==> src/rtl/cle_key_pkg.sv <==
// Shared types and constants for the CLE key initiator: FSM states, bus phase count, address map.
package cle_key_pkg;

  typedef enum logic [2:0] {
    S_IDLE    = 3'd0,
    S_ADDR    = 3'd1,
    S_STRB_LO = 3'd2,
    S_STRB_HI = 3'd3,
    S_HOLD    = 3'd4,
    S_DONE    = 3'd5
  } cle_state_e;

  localparam int unsigned PHASES    = 4;
  localparam logic [1:0]  BA_REGION = 2'b01;

  // Target register address: region in [13:12], payload nibble in [7:4], everything else zero.
  function automatic logic [13:0] ba_word(input logic [3:0] nib);
    return {BA_REGION, 4'h0, nib, 4'h0};
  endfunction

endpackage

==> src/rtl/cle_key_initiator_if.sv <==
// Target-side bus of the CLE key initiator: address, qualifier, select, strobe clock and serial return.
interface cle_key_initiator_if;
  logic [13:0] ba;
  logic        br_w;
  logic        sser;
  logic        bclk;
  logic        sdrd;

  modport master (output ba, output br_w, output sser, output bclk, input sdrd);
  modport slave  (input ba, input br_w, input sser, input bclk, output sdrd);
endinterface

==> src/rtl/cle_bus_phaser.sv <==
// Sequences each bus cycle through ADDR/STRB_LO/STRB_HI/HOLD and reports cycle completion.
module cle_bus_phaser
  import cle_key_pkg::*;
(
  input  logic       clk,
  input  logic       rst,
  input  logic       i_go,
  input  logic       i_last,
  output cle_state_e o_state,
  output logic       o_cyc_end,
  output logic       o_sser,
  output logic       o_bclk,
  output logic       o_busy,
  output logic       o_done
);

  localparam int unsigned PH_W = (PHASES > 1) ? $clog2(PHASES) : 1;

  logic            r_act;
  logic            r_done;
  logic [PH_W-1:0] r_ph;
  logic            w_cyc_end;

  assign w_cyc_end = r_act && (r_ph == PH_W'(PHASES - 1));

  always_ff @(posedge clk) begin
    if (rst) begin
      r_act  <= 1'b0;
      r_done <= 1'b0;
      r_ph   <= '0;
    end else begin
      r_done <= w_cyc_end && i_last;
      if (!r_act) begin
        if (i_go) begin
          r_act <= 1'b1;
          r_ph  <= '0;
        end
      end else if (w_cyc_end) begin
        r_ph <= '0;
        if (i_last) begin
          r_act <= 1'b0;
        end
      end else begin
        r_ph <= r_ph + PH_W'(1);
      end
    end
  end

  always_comb begin
    o_state = S_IDLE;
    if (r_done) begin
      o_state = S_DONE;
    end else if (r_act) begin
      case (r_ph)
        PH_W'(0): o_state = S_ADDR;
        PH_W'(1): o_state = S_STRB_LO;
        PH_W'(2): o_state = S_STRB_HI;
        default:  o_state = S_HOLD;
      endcase
    end
  end

  // Target is selected only across the strobe pair; bclk rises mid-select.
  assign o_sser    = !((o_state == S_STRB_LO) || (o_state == S_STRB_HI));
  assign o_bclk    = (o_state == S_STRB_HI);
  assign o_cyc_end = w_cyc_end;
  assign o_busy    = r_act;
  assign o_done    = r_done;

endmodule

==> src/rtl/cle_key_initiator.sv <==
// Sends KEY_LEN unlock bus cycles carrying key nibbles, then reads NBITS serial bits MSB-first.
module cle_key_initiator
  import cle_key_pkg::*;
#(
  parameter int unsigned KEY_LEN = 4,
  parameter int unsigned NBITS   = 16
) (
  input  logic                   clk,
  input  logic                   rst,
  input  logic                   start,
  input  logic [4*KEY_LEN-1:0]   key,
  output logic                   busy,
  output logic                   done,
  output logic [NBITS-1:0]       rdata,
  cle_key_initiator_if.master    bus
);

  localparam int unsigned NCYC = KEY_LEN + NBITS;
  localparam int unsigned CW   = (NCYC > 1) ? $clog2(NCYC) : 1;

  logic [4*KEY_LEN-1:0] r_key;
  logic [CW-1:0]        r_cyc;
  logic [NBITS-1:0]     r_rdata;

  cle_state_e w_state;
  logic       w_accept;
  logic       w_last;
  logic       w_read;
  logic       w_cyc_end;
  logic       w_sser;
  logic       w_bclk;
  logic       w_busy;
  logic       w_done;

  cle_bus_phaser u_phaser (
    .clk       (clk),
    .rst       (rst),
    .i_go      (w_accept),
    .i_last    (w_last),
    .o_state   (w_state),
    .o_cyc_end (w_cyc_end),
    .o_sser    (w_sser),
    .o_bclk    (w_bclk),
    .o_busy    (w_busy),
    .o_done    (w_done)
  );

  assign w_accept = start && (w_state == S_IDLE);
  assign w_last   = (r_cyc == CW'(NCYC - 1));
  assign w_read   = (r_cyc >= CW'(KEY_LEN));

  // r_key shifts down one nibble per cycle and fills with zeros, so read cycles carry 4'h0.
  always_ff @(posedge clk) begin
    if (rst) begin
      r_key   <= '0;
      r_cyc   <= '0;
      r_rdata <= '0;
    end else if (w_accept) begin
      r_key   <= key;
      r_cyc   <= '0;
      r_rdata <= '0;
    end else begin
      if (w_cyc_end) begin
        r_key <= r_key >> 4;
        if (!w_last) begin
          r_cyc <= r_cyc + CW'(1);
        end
      end
      if ((w_state == S_STRB_HI) && w_read) begin
        r_rdata <= (r_rdata << 1) | NBITS'(bus.sdrd);
      end
    end
  end

  always_comb begin
    bus.ba   = '0;
    bus.br_w = 1'b0;
    if (w_busy) begin
      bus.ba   = ba_word(r_key[3:0]);
      bus.br_w = 1'b1;
    end
  end

  assign bus.sser = w_sser;
  assign bus.bclk = w_bclk;
  assign busy     = w_busy;
  assign done     = w_done;
  assign rdata    = r_rdata;

endmodule

==> src/flat_wrapper.sv <==
// flat-port wrapper written by rule: the top's interface ports become plain ports
module cle_key_initiator_flat import cle_key_pkg::*;
#(
  parameter int unsigned KEY_LEN = 4,
  parameter int unsigned NBITS   = 16
)
  (clk, rst, start, key, busy, done, rdata, bus_ba, bus_br_w, bus_sser, bus_bclk, bus_sdrd);
  cle_key_initiator_if bus_i ();
  input  logic clk;
  input  logic rst;
  input  logic start;
  input  logic [4*KEY_LEN-1:0] key;
  output logic busy;
  output logic done;
  output logic [NBITS-1:0] rdata;
  output wire logic [$bits(bus_i.ba)-1:0] bus_ba;
  output wire logic [$bits(bus_i.br_w)-1:0] bus_br_w;
  output wire logic [$bits(bus_i.sser)-1:0] bus_sser;
  output wire logic [$bits(bus_i.bclk)-1:0] bus_bclk;
  input wire logic [$bits(bus_i.sdrd)-1:0] bus_sdrd;
  assign bus_ba = bus_i.ba;
  assign bus_br_w = bus_i.br_w;
  assign bus_sser = bus_i.sser;
  assign bus_bclk = bus_i.bclk;
  assign bus_i.sdrd = bus_sdrd;
  cle_key_initiator #(.KEY_LEN(KEY_LEN), .NBITS(NBITS)) u_core (.clk(clk), .rst(rst), .start(start), .key(key), .busy(busy), .done(done), .rdata(rdata), .bus(bus_i));
endmodule
==> config.mk <==
export PLATFORM = sky130hd
export DESIGN_NAME = cle_key_initiator_flat
export DESIGN_NICKNAME = d
export VERILOG_FILES = /design/src/rtl/cle_key_pkg.sv /design/src/rtl/cle_key_initiator_if.sv /design/src/rtl/cle_bus_phaser.sv /design/src/rtl/cle_key_initiator.sv /design/src/flat_wrapper.sv
export SDC_FILE = /design/constraint.sdc
export NUM_CORES = 1
export LEC_CHECK = 0
export CORE_MARGIN = 4
export CORE_UTILIZATION = 46
export CTS_CLUSTER_DIAMETER = 120
export DETAILED_ROUTE_END_ITERATION = 16
export PLACE_DENSITY = 0.79
export SLEW_MARGIN = 5
export SYNTH_ARGS = -nofsm -noshare
export SYNTH_HDL_FRONTEND = slang
export SYNTH_SLANG_ARGS = --single-unit
==> constraint.sdc <==
create_clock -name clk -period 1.8 [get_ports clk]
set_input_delay 0.18 -clock clk [delete_from_list [all_inputs] [get_ports clk]]
set_output_delay 0.18 -clock clk [all_outputs]
set_load 0.005 [all_outputs]
==> impl_metrics.ini <==
[outcome]
outcome = finished clean

[timing]
slew_headroom_pct = 58.4
rsz0062_at_grt = no
min_period_over_period_pct = 94.4
setup_violations = 0
setup_tns_ns = 0
worst_pin_slew_ns = 0.616
report.final.hold_viol_count = 0
slew_viol_final = 0
finalCriticalPeriod_ns = 1.70
max_freq_ghz = 0.589
whs_ns = 0.429
fin_skew_ns = 0.00498

[power]
fin_total_pwr_w = 0.00177
p_leak_nw = 0.827
cellPowerDensity_nw_per_um2 = 732
vdd_ir_drop_max_uv = 495

[grt]
grt_max_degree = 35
first_global_vias = 1457
grt_pass1_wl_um = 6670
groute.usage.overall_pct = 16.6
grt.overflow.total = 0
grt_antenna_before_repair = 0

[final_layout]
fill_cells = 339
diodes = 0
layout.nets = 264
layout-drive-gt1-share_pct = 9.92
area_growth_pct = 31.7

[hold_path]
holdPathEnd = u_core.r_key[12]$_SDFFE_PP0P_
min-delay-start = key[12]
holdPathStages = 3
min_path_type = input pin to register

[setup_path]
crit_path_max_fanout = 3
reg2reg_from = u_core.r_cyc[1]$_SDFFE_PP0P_
critPathLaunch = u_core.u_phaser.r_ph[0]$_SDFFE_PP0P_
critical_path_arrival_ns = 1.52
start_kind = register
cp-end-kind = primary output
critPathRequiredTime_ns = 1.62
r2r_slack_ns = 0.31
r2r_end = u_core.r_cyc[2]$_SDFFE_PP0P_
critical_path_class = register to primary output
reg2reg_depth = 4

[clock_network]
cts_tree = yes
htree_num_levels = 2
clock_sinks = 41
clockBufferDepth = 2
path_clk_slew_ns = 0.07
cts_buffers = 5
cts_root_buf = clkbuf_8
post_cts_buffers = 0
insertion_delay_ns = 0.29

[drt]
final_antenna_net_count = 0
wl_per_cell_um = 13.5
drt-initial-drc-count = 107
drt_pre_antenna_iters = 5
routed_wirelength_um = 3930
drc = 0
drt-vias-per-instance = 5.37
vias = 1556

[synthesis]
synth.avg_cell_area_sq_um = 9.26
synth-seq-cells = 41
yosysWarnings = 0
synth.distinct_cells = 30
synth_edf_count = 0
yosys.area.top_type_share_pct = 44.7
synth_area_sq_um = 1830
yosys.cell_count.top_type = dfxtp_1
ys_seq_area_share_pct = 44.7
yosysTopAreaCell = dfxtp_1
synth_async_sr_flop_share_pct = 0
synthFlopType = dfxtp_1
synth.top_cells.by_count = dfxtp_1 (41), nand3_1 (38), a21oi_1 (23)
synth_cells = 198
ys_top_cells_by_area = dfxtp_1 (45%), nand3_1 (10%), mux2i_1 (8.7%), a21oi_1 (6.3%), buf_4 (5.3%)

[place]
io_buffers = 45
dpl.hpwl_um = 2790
gp_congestion = 0.806

[floorplanning]
fp.dieW_um = 71.1
die-area_sq_um = 5060
dieHeight_um = 71.1
ios = 55
coreArea_sq_um = 3740
rows = 22
initial_core_util_pct = 49.0

[run]
drv_cap = 0
[metrics by stage]
stage	cell area (sq um)	setup WS [ns]	std cells	utilization (%)
final	2410	0.102	290	64.5
after CTS	2410	0.0441	290	64.5
after floorplan	1860	0.155	206	-
after detailed placement	2300	0.0987	282	61.4
after global placement	2300	0.133	282	61.4
after global routing	2410	0.0324	290	64.5
[critical path: stages, from the launching register on]
cell             delay [ns]
dfxtp_1                0.38
ha_4                   0.23
nand4bb_4              0.11
clkdlybuf4s50_1        0.51
[logic make-up (layout without fill, tap and decap cells)]
kind of cell / after synthesis / count (layout) / synth area share [%]
DFF: 41 / 41 / 44.7
AOI/OAI and AO/OA: 41 / 41 / 13.0
buffers and inverters: 30 / 66 / 9.75
other: 1 / 9 / 0.204
adders and majority gates: 3 / 3 / 2.05
and+or+nand+nor: 66 / 66 / 21.5
muxes: 16 / 16 / 8.73
[what timing repair did]
action / in CTS / in global routing
resized for setup: 4 / 1
endpoints found under the hold margin: 0 / 0
setup endpoints to repair: 1 / 3
pin swaps: 0 / 0
hold buffers: 0 / 0
[cell usage in the layout, fill, tap and decap left out, types with 2 or more instances in the layout]
master,count
nor3_1,2
a22oi_1,12
inv_1,4
mux2i_1,16
nand2b_1,2
clkbuf_8,7
dfxtp_2,2
nand3_1,38
dfxtp_1,39
buf_12,2
nand2_1,7
o21ai_0,5
buf_4,6
ha_1,2
clkdlybuf4s50_1,44
or3_1,2
a21oi_1,23
and2_1,5
conb_1,9
[routing by layer]
metal | global-route usage (%) | share of wire (%)
met5 | 0 | 0
met4 | 9.39 | 2.5
met3 | 4.55 | 5.0
met2 | 25.6 | 48
met1 | 20.6 | 44
[state kept, by name, summed over array words and instances (netlist names)]
register                flops
u_core.rdata               16
u_core.r_key               16
u_core.r_cyc                5
u_core.u_phaser.o_done      1
u_core.u_phaser.r_ph        2
u_core.u_phaser.o_busy      1
[where the power goes]
group          total, W  internal [W]  switching, W
registers      0.000948      0.000931     0.0000169
logic          0.000175     0.0000936     0.0000818
clock network  0.000643      0.000346      0.000297
[worst max path at each step]
| stage | to | slack, ns | depth (start not counted) |
|---|---|---|---|
| 2_1_floorplan | u_core.rdata[10]$_SDFFE_PP0P_ | 0.15 | 5 |
| 3_3_place_gp | u_core.rdata[10]$_SDFFE_PP0P_ | 0.13 | 5 |
| 3_5_place_dp | u_core.rdata[3]$_SDFFE_PP0P_ | 0.1 | 5 |
| 4_1_cts | bus_br_w | 0.04 | 2 |
| 5_1_grt | bus_sser | 0.03 | 3 |
| 6_report | bus_sser | 0.10 | 3 |
[cell type report]
cell class                 instances  area (sq um)  area share (%)
tap                               48          60.1            2.49
multi-input combinational        135           877            36.3
sequential                        41           823            34.1
clock inverter                     1          5.00           0.207
inverter                           5          18.8           0.777
timing repair buffer              53           534            22.1
clock buffer                       7          96.3            3.99
Note: power is estimated with default switching activity, not from simulation.
==> edit: new RTL, same flow settings <==
`NBITS` is set to 16 in 2 places; all go to 64.
--- a/src/rtl/cle_key_initiator.sv
+++ b/src/rtl/cle_key_initiator.sv
@@ -3,7 +3,7 @@
   import cle_key_pkg::*;
 #(
   parameter int unsigned KEY_LEN = 4,
-  parameter int unsigned NBITS   = 16
+  parameter int unsigned NBITS   = 64
 ) (
   input  logic                   clk,
   input  logic                   rst,
--- a/src/flat_wrapper.sv
+++ b/src/flat_wrapper.sv
@@ -2,7 +2,7 @@
 module cle_key_initiator_flat import cle_key_pkg::*;
 #(
   parameter int unsigned KEY_LEN = 4,
-  parameter int unsigned NBITS   = 16
+  parameter int unsigned NBITS   = 64
 )
   (clk, rst, start, key, busy, done, rdata, bus_ba, bus_br_w, bus_sser, bus_bclk, bus_sdrd);
   cle_key_initiator_if bus_i ();
Ports: changed (resized rdata); port bits go from 55 to 103. No check against the original RTL was run, so the function may have changed too.
==> edit against the unedited design <==
  * Sequential share of layout area up 1.9 points
  * Sequential cell count up 50
  * Wire length up 120%
  * Power up 110%
  * Largest power group unchanged
  * Via count up 100%
  * Critical endpoint is now u_core.rdata[5]
  * Worst setup slack worse by 0.045 ns
  * Area after synthesis up 110%
  * Count of clock-buffer cells in the layout up 3
  * Design area up 110%
==> edit: results (changes against the unedited design) <==
metric,value,unit,change
run_status,finished clean,,
drive_above_1_share,10.5,%,+0.58 points
area_growth,33.6,%,
synth.distinct_cells,39,,+30%
io_buffers,93,,+110%
crit_end,u_core.rdata[5],,
cp.arrival,2.01,ns,+0.49 ns
critPathSlowestCell,dfxtp_1,,
grt_pass1_vias,2873,,+97%
critPathMaxFanout,7,,+4
buf_share,23.8,%,+1.7 points
final_nets,485,,+84%
signal_buffers,114,,+120%
yosysSeqAreaShare,48.0,%,+3.3 points
wl_met3,502,µm,+150%
synth_common_cells,"91 x dfxtp_1, 88 x nand3_1, 65 x mux2i_1",,
holdCritPathClass,input port to flop,,
p_int,2.81,mW,+100%
seq_area,0.00182,mm²,+120%
powerSeq,2.05,mW,+120%
clock_latency,0.35,ns,+0.06 ns
synthAdderAreaFrac,0.990,%,-1.1 points
h-tree-depth,3,,+1
wire_per_inst,15.2,µm,+12%
grt_start_max_net_pins,55,,+57%
post_synth.cell_area_avg,10.3,µm²,+11%
drt_iter0_markers,153,,+43%
clock_buffers,10,,+3
synthTopCellsByArea,"dfxtp_1 48%, mux2i_1 17%, nand3_1 12%, buf_12 3.2%, a21oi_1 3.0%",,
wl_met2,4.21,mm,+120%
synth-compound-area-share,7.36,%,-5.7 points
comb-power,0.247,mW,+41%
fin_ws,0.0568,ns,-0.0447 ns
clockNetworkAreaShare,3.93,%,-0.27 points
dpl_cell_area,0.00477,mm²,+110%
multi_input_cells,241,,+79%
dpl.cell_count,548,,+94%
use_met3,3.68,%,-0.87 points
skew,0.00911,ns,+0.00413 ns
pre_cts_ws,-0.00219,ns,-0.101 ns
ff2ff_path_depth,6,,+2
drt_first_pass_iters,4,,-1
critPathMaxStageDelay,0.35,ns,-0.16 ns
vias,3112,,+100%
grt_use_met2,28.0,%,+2.4 points
dp_hpwl,5.75,mm,+110%
r2r_slack,0.06,ns,-0.25 ns
finalWeightedCongestion,0.761,,-5.6%
synth_mux_area_share,17.5,%,+8.7 points
drt-met1-wl,3.85,mm,+120%
startpoint,u_core.u_phaser.r_ph[1],,
cts_inserted_buffers,9,,+4
switching_power,0.859,mW,+120%
multi_input_area,0.00169,mm²,+93%
cts.sinks,91,,+120%
-- edit: cell count changes after synthesis, moves of 2 or more --
cell / delta
dfxtp_1: +50
nand3_1: +50
mux2i_1: +49
buf_12: +6
buf_2: +5
clkbuf_1: +4
o21ai_0: -3
nand2_1: +2
o31ai_1: +2
-- edit: how the worst min path moves through the flow --
stage / endpoint / depth (start not counted) / startpoint / slack [ns]
after CTS: u_core.r_key[14] / 3 / key[14] / 0.35
after detailed placement: u_core.r_key[2] / 2 / u_core.r_key[2] / 0.46
after global placement: u_core.r_key[1] / 2 / u_core.r_key[1] / 0.45
after global routing: u_core.r_key[12] / 3 / key[12] / 0.36
after floorplan: u_core.r_key[12] / 2 / key[12] / 0.32
final: u_core.r_key[14] / 3 / key[14] / 0.37
-- edit: critical path: cells and delay by family (launching register included) --
family,cells,cell delay [ns]
simple gates,1,0.15
buf+inv,2,0.37
flops,1,0.35
fa+ha+maj,1,0.29
compound gates,1,0.33
mux,1,0.19
